File: src/rtl/pol_req_generator.sv
// Turns a packed {pol, row, col} event word into a one-hot polarity request for the
// arbiter, holding it until granted or dropping it after TIMEOUT request cycles.
module pol_req_generator #(
    parameter int ROW_W    = 4,
    parameter int COL_W    = 4,
    parameter int POLARITY = 2,
    parameter int TIMEOUT  = 255,
    parameter int CNT_W    = 16
) (
    input  logic                     clk_i,
    input  logic                     reset_i,
    input  logic                     evt_valid_i,
    output logic                     evt_ready_o,
    input  logic [ROW_W+COL_W:0]     evt_data_i,
    output logic [POLARITY-1:0]      req_o,
    output logic [ROW_W-1:0]         row_o,
    output logic [COL_W-1:0]         col_o,
    input  logic                     gnt_i,
    output logic                     busy_o,
    output logic                     timeout_o,
    output logic [CNT_W-1:0]         drop_cnt_o
);

    // state   | meaning
    // IDLE    | ready for a new event word, no request driven
    // REQ     | one-hot request driven, waiting for grant or timeout
    // RELEASE | grant seen, waiting for the arbiter to drop gnt_i
    typedef enum logic [1:0] {
        IDLE    = 2'd0,
        REQ     = 2'd1,
        RELEASE = 2'd2
    } state_t;

    localparam int TW = (TIMEOUT > 1) ? $clog2(TIMEOUT) : 1;
    localparam logic [TW-1:0]       T_LAST  = TW'(TIMEOUT - 1);
    localparam logic [POLARITY-1:0] REQ_ON  = POLARITY'(2);
    localparam logic [POLARITY-1:0] REQ_OFF = POLARITY'(1);

    state_t             state_q, state_d;
    logic               pol_q, pol_d;
    logic [ROW_W-1:0]   row_q, row_d;
    logic [COL_W-1:0]   col_q, col_d;
    logic [TW-1:0]      wait_q, wait_d;
    logic               timeout_q, timeout_d;
    logic [CNT_W-1:0]   drop_q, drop_d;
    logic               armed_q, armed_d;

    always_ff @(posedge clk_i or negedge reset_i) begin
        if (!reset_i) begin
            state_q   <= IDLE;
            pol_q     <= 1'b0;
            row_q     <= '0;
            col_q     <= '0;
            wait_q    <= '0;
            timeout_q <= 1'b0;
            drop_q    <= '0;
            armed_q   <= 1'b0;
        end else begin
            state_q   <= state_d;
            pol_q     <= pol_d;
            row_q     <= row_d;
            col_q     <= col_d;
            wait_q    <= wait_d;
            timeout_q <= timeout_d;
            drop_q    <= drop_d;
            armed_q   <= armed_d;
        end
    end

    // armed_q keeps ready low until the first clock after reset release
    always_comb begin
        state_d   = state_q;
        pol_d     = pol_q;
        row_d     = row_q;
        col_d     = col_q;
        wait_d    = wait_q;
        timeout_d = 1'b0;
        drop_d    = drop_q;
        armed_d   = 1'b1;

        case (state_q)
            IDLE: begin
                if (armed_q && evt_valid_i) begin
                    pol_d   = evt_data_i[ROW_W+COL_W];
                    row_d   = evt_data_i[ROW_W+COL_W-1:COL_W];
                    col_d   = evt_data_i[COL_W-1:0];
                    wait_d  = '0;
                    state_d = REQ;
                end
            end
            REQ: begin
                // a grant on the last wait cycle takes priority over the drop
                if (gnt_i) begin
                    state_d = RELEASE;
                end else if (wait_q == T_LAST) begin
                    state_d   = IDLE;
                    timeout_d = 1'b1;
                    if (drop_q != {CNT_W{1'b1}}) begin
                        drop_d = drop_q + CNT_W'(1);
                    end
                end else begin
                    wait_d = wait_q + TW'(1);
                end
            end
            RELEASE: begin
                if (!gnt_i) begin
                    state_d = IDLE;
                end
            end
            default: begin
                state_d = IDLE;
            end
        endcase
    end

    assign evt_ready_o = armed_q && (state_q == IDLE);
    assign req_o       = (state_q == REQ) ? (pol_q ? REQ_ON : REQ_OFF) : '0;
    assign row_o       = row_q;
    assign col_o       = col_q;
    assign busy_o      = (state_q != IDLE);
    assign timeout_o   = timeout_q;
    assign drop_cnt_o  = drop_q;

endmodule

File: config.mk
export PLATFORM = sky130hd
export DESIGN_NAME = pol_req_generator
export DESIGN_NICKNAME = d
export VERILOG_FILES = /design/src/rtl/pol_req_generator.sv
export SDC_FILE = /design/constraint.sdc
export NUM_CORES = 1
export LEC_CHECK = 0
export ABC_AREA = 0
export CAP_MARGIN = 20
export CORE_AREA = 3 3 63 65
export DETAILED_ROUTE_END_ITERATION = 8
export DIE_AREA = 0 0 66 68
export GPL_TIMING_DRIVEN = 0
export PLACE_DENSITY = 0.79
export SYNTH_ARGS = -nofsm -noshare
export SYNTH_HDL_FRONTEND = slang
export SYNTH_SLANG_ARGS = --single-unit
File: constraint.sdc
create_clock -name clk_i -period 3.25 [get_ports clk_i]
set_input_delay 0.975 -clock clk_i [delete_from_list [all_inputs] [get_ports clk_i]]
set_output_delay 0.975 -clock clk_i [all_outputs]
set_load 0.01 [all_outputs]
======== Word-level counts from Yosys, hierarchy flattened ========
Index checks and enable logic that the tools add are counted.
operators by class
  add/sub/neg operators ................... 2
  multipliers ............................. 0
  div/mod/pow operators ................... 0
  magnitude comparators ................... 0
  eq/ne operators ......................... 9
  shifts and indexed selects .............. 0
  mux-type cells .......................... 14
  bitwise logic cells ..................... 1
  reductions and logical operators ........ 9
operator list
  operator               count
  $mux 8                 3
  $add 16x1->16 const B  1
  $ne 16x16->1 const B   1
  $pmux 8 s2             1
  $mux 2                 6
  $add 8x1->8 const B    1
  $eq 8x8->1 const B     1
  $ne 2x2->1 const B     4
  $reduce_and 4->1       2
  $pmux 2 s3             1
  $reduce_bool 2->1      2
  $mux 1                 3
  $ne 3x3->1 const B     1
  $reduce_and 3->1       1
  $eq 2x1->1 const B     1
  $eq 2x2->1 const B     1
  $logic_and 1x1->1      2
  $logic_not 2->1        1
  $reduce_and 2->1       1
  $not 1->1              1
storage, ports and cells
  register bits ........................... 37
  bits in latches ......................... 0
  memory bits (writable) .................. 0
  bits in read-only memories .............. 0
  bits of input ports ..................... 13
  output and inout port bits .............. 29
  memories kept ........................... 0

======== Longest topological paths before layout ========
  word-level depth ........................ 4
  depth in mapped cells ................... 9

======== Worst setup path before layout ========
OpenSTA, ideal clock, no wires.
  kind .................................... input to register
  start ................................... input port gnt_i
  end ..................................... register drop_q[1], in the netlist drop_cnt_o[1]
  setup time .............................. 125 ps
  arrival time ............................ 1,887 ps
  required time ........................... 3,125 ps
  path slack .............................. 1,238 ps
  cell stages on the path ................. 5
  path through ............................ nor3b_4 -> nand2_2 -> clkinv_2 -> o21a_1 -> mux2_2
on the way
  cells in the longest elaborated chain, start to end .. 2
RTL lines
  what                               line  text
  from (decl)                        18    input logic gnt_i,
  $not 1->1 (no source line)         n/a
  $reduce_and 4->1 (no source line)  n/a
  to (signal assigned)               65    drop_q <= drop_d;
  to (decl)                          45    logic [CNT_W-1:0] drop_q, drop_d;
Every way passes these cells.
A chain may end at the register's enable or synchronous reset.

======== Final worst setup path ========
  start ................................... register state_q[1]
  end ..................................... output port req_o[1]
on the way
  cells in the longest elaborated chain, start to end .. 2
RTL lines
  what                    line  text
  from (decl)             39    state_t state_q, state_d;
  from (signal assigned)  59    state_q <= state_d;
  $eq 2x1->1              117   assign req_o = (state_q == REQ) ? (pol_q ? REQ_ON : REQ_OFF) : '0;
  $mux 2                  117
  to (decl)               15    output logic [POLARITY-1:0] req_o,
Every way passes these cells.

==> flow_summary.yaml <==
yosys:
  yosysMostFrequentCell: "dfrtp_1"
  synthTopCellsByCount: "dfrtp_1 (37), nand2_1 (14), mux2_2 (11), nor2_1 (11), xnor2_1 (11)"
  synth_edf_count: 0
  synth_top_family_by_area: "simple AND/OR/NAND/NOR gates"
  ys_seq_area_share_pct: 53.8
  netlist_instances: 152
  synth-adder-area-share_pct: 2.18
  synth_flop_cell: "dfrtp_1"
  synthSimpleGateAreaFrac_pct: 20.5
  synth_area_leader_cell: "dfrtp_1"
  synth-compound-area-share_pct: 7.85
  synth.area.top_cells: "dfrtp_1 (54%), mux2_2 (7.2%), xnor2_1 (5.6%)"
  avgSynthCellArea_um2: 11.3
  yosys_warnings: 0
  syn_area_um2: 1720
  synth.area.mux_share_pct: 7.19
  synth-seq-cells: 37
  synth_top_cell_area_share_pct: 53.8
  synth-xor-area-share_pct: 6.61
  ys_types: 36
  syn_nets: 168
  async_flop_share_pct: 100
clock_network:
  clockBufferDepth: 2
  path_clk_slew_ns: 0.11
  cts_htree_levels: 2
  cts_tree: "yes"
  cts.sink_count: 37
  post_cts_buffers: 0
  clock_latency_ns: 0.34
  root_buffer: "clkbuf_4"
  cts_hold_buf: 0
  cts_buffers: 5
  cts-resized-gates: 0
power_and_ir_drop:
  vdd_drop_max_mv: 0.290
  p_per_area_nw_per_um2: 492
  total_leakage_power_nw: 0.974
place:
  dp_cells: 239
  gp_routability_congestion: 0.786
  dp_hpwl_um: 2670
  portBuffers: 41
  place_area_um2: 2180
floorplanning:
  core_area_um2: 3390
  fp.dieW_um: 66
  rows: 21
  initial_core_util_pct: 50.8
  die_y_um: 68
  ios: 42
  dieArea_um2: 4490
setup_path:
  cp_data_required_time_ns: 2.27
  critPathArrivalTime_ns: 1.86
  startpoint_type: "flop"
  crit_type: "reg2out"
  critPathCaptureType: "output pin"
  slowest_delay_ns: 0.55
  cp_slowest_cell: "clkdlybuf4s50_1"
  cp_max_fo: 9
  crit_path_cell_trace: "nand2b_1 > clkbuf_1 > nor2_1 > clkdlybuf4s50_1"
layout:
  final_cell_area_um2: 2270
  nFillCells: 263
  instances_no_fill: 247
  n_antenna_cell: 0
  nNetsFinal: 216
  drive_above_1_share_pct: 17.4
  area_growth_pct: 31.8
drt:
  wl_um: 3550
  drc_errors: 0
  drtIter0Drc: 77
  postRouteAntennaNets: 0
  vias: 1295
  avgViaCountPerCell: 5.24
  dr.pass1.iters: 4
  wl_per_cell_um: 14.4
global_route:
  met2_usage_pct: 31.0
  antenna_found_initial: 0
  overflow: 0
  grt_use_total_pct: 18.2
  grt_pass1_wl_um: 6090
  grtUsageMet3_pct: 6.90
  grt_pass1_vias: 1353
  top_usage_layer: "met2"
  grt_max_degree: 38
  grt_util_met1_pct: 21.1
status:
  outcome: "completed"
sta:
  rsz0062_at_grt: "false"
  min_period_ns: 2.83
  post-route-period-util_pct: 87.2
  finalSetupViolCount: 0
  hold_viol: 0
  worst_pin_slew_ns: 0.799
  drv_slew: 0
  max_freq_mhz: 353
  fin_setup_tns_ns: 0
  fin_worst_skew_ns: 0.00879
  timing.slew.headroom_pct: 46.8
run:
  maxCapViolCount: 0
min_path:
  hold_path_class: "reg2reg"
## registers in the layout, indices dropped and copies added (netlist names)
signal / cells
state_q: 2
wait_q: 8
timeout_o: 1
row_o: 4
pol_q: 1
col_o: 4
drop_cnt_o: 16
armed_q: 1
## final cells by class
class | instances | area, um^2 | area share, %
Inverter | 5 | 20.0 | 0.882
Timing Repair Buffer | 41 | 405 | 17.9
Sequential cell | 37 | 926 | 40.8
Buffer | 2 | 8.76 | 0.386
Clock inverter | 1 | 30.0 | 1.32
Clock buffer | 7 | 55.1 | 2.43
Multi-Input combinational cell | 108 | 767 | 33.8
Tap cell | 46 | 57.6 | 2.54
## cells in the final DEF, fill, tap and decap left out, types with 2 or more instances in the layout
| cell type | count |
|---|---|
| xor2_1 | 2 |
| a21oi_1 | 2 |
| dfrtp_1 | 37 |
| xnor2_1 | 11 |
| buf_2 | 2 |
| o21ai_0 | 10 |
| clkbuf_4 | 5 |
| nor3_1 | 3 |
| mux2_2 | 11 |
| clkbuf_1 | 2 |
| o31ai_1 | 2 |
| nand2b_1 | 4 |
| clkdlybuf4s50_1 | 40 |
| o41ai_1 | 2 |
| ha_1 | 3 |
| nand4_1 | 3 |
| and3_2 | 5 |
| nand3_1 | 8 |
| inv_1 | 4 |
| nor2_1 | 11 |
| and2_1 | 2 |
| nand2_1 | 14 |
## stage by stage
stage / worst slack, ns / hold WS (ns) / util (%) / power [W]
2_1_floorplan: 1.24 / 0.472 / - / 0.000659
3_3_place_gp: 0.443 / 0.480 / 64.6 / 0.000781
3_5_place_dp: 0.599 / 0.481 / 64.5 / 0.000794
4_1_cts: 0.401 / 0.501 / 67.0 / 0.00113
5_1_grt: 0.294 / 0.531 / 67.0 / 0.00117
6_report: 0.415 / 0.497 / 67.0 / 0.00112
## where the power goes
| part | switching (W) | internal, W | leakage [nW] |
|---|---|---|---|
| Clock | 0.000152 | 0.000184 | 0.0455 |
| Combinational | 0.0000975 | 0.000133 | 0.437 |
| Sequential | 0.0000397 | 0.000510 | 0.492 |
| Total | 0.000289 | 0.000827 | 0.974 |
## metal layers
metal,up-vias,wire [um]
met2,22,1800
met4,0,46
met3,5,153
met5,-,0
li1,621,-
met1,647,1560
## worst max-delay path: cells and delay by family (launching register included)
family / cells / cell delay [ns]
buf+inv: 2 / 0.76
flops: 1 / 0.46
simple gates: 2 / 0.30
## path summary, 6_finish.rpt
check | start | endpoint | slack [ns] | depth (start not counted)
worst max register to register | wait_q[0] | wait_q[3] | 1.33 | 7
max in group asynchronous | reset_i | row_o[3] | 2.04 | 1
worst min register to register | drop_cnt_o[9] | drop_cnt_o[9] | 0.50 | 1
worst max-delay path | state_q[1] | req_o[1] | 0.42 | 4
worst min-delay path | drop_cnt_o[9] | drop_cnt_o[9] | 0.50 | 1
min in group asynchronous | reset_i | armed_q | 0.70 | 1
## kinds of logic (layout without fill, tap and decap cells)
family,count (synthesis),count (layout)
multiplexers,11,11
buffers and inverters,7,56
adder cells (fa/ha/maj),3,3
XOR/XNOR,13,13
flip-flops,37,37
AND/OR/NAND/NOR,60,60
other,1,1
AO/OA/AOI/OAI,20,20
Note: power is estimated with default switching activity, not from simulation.
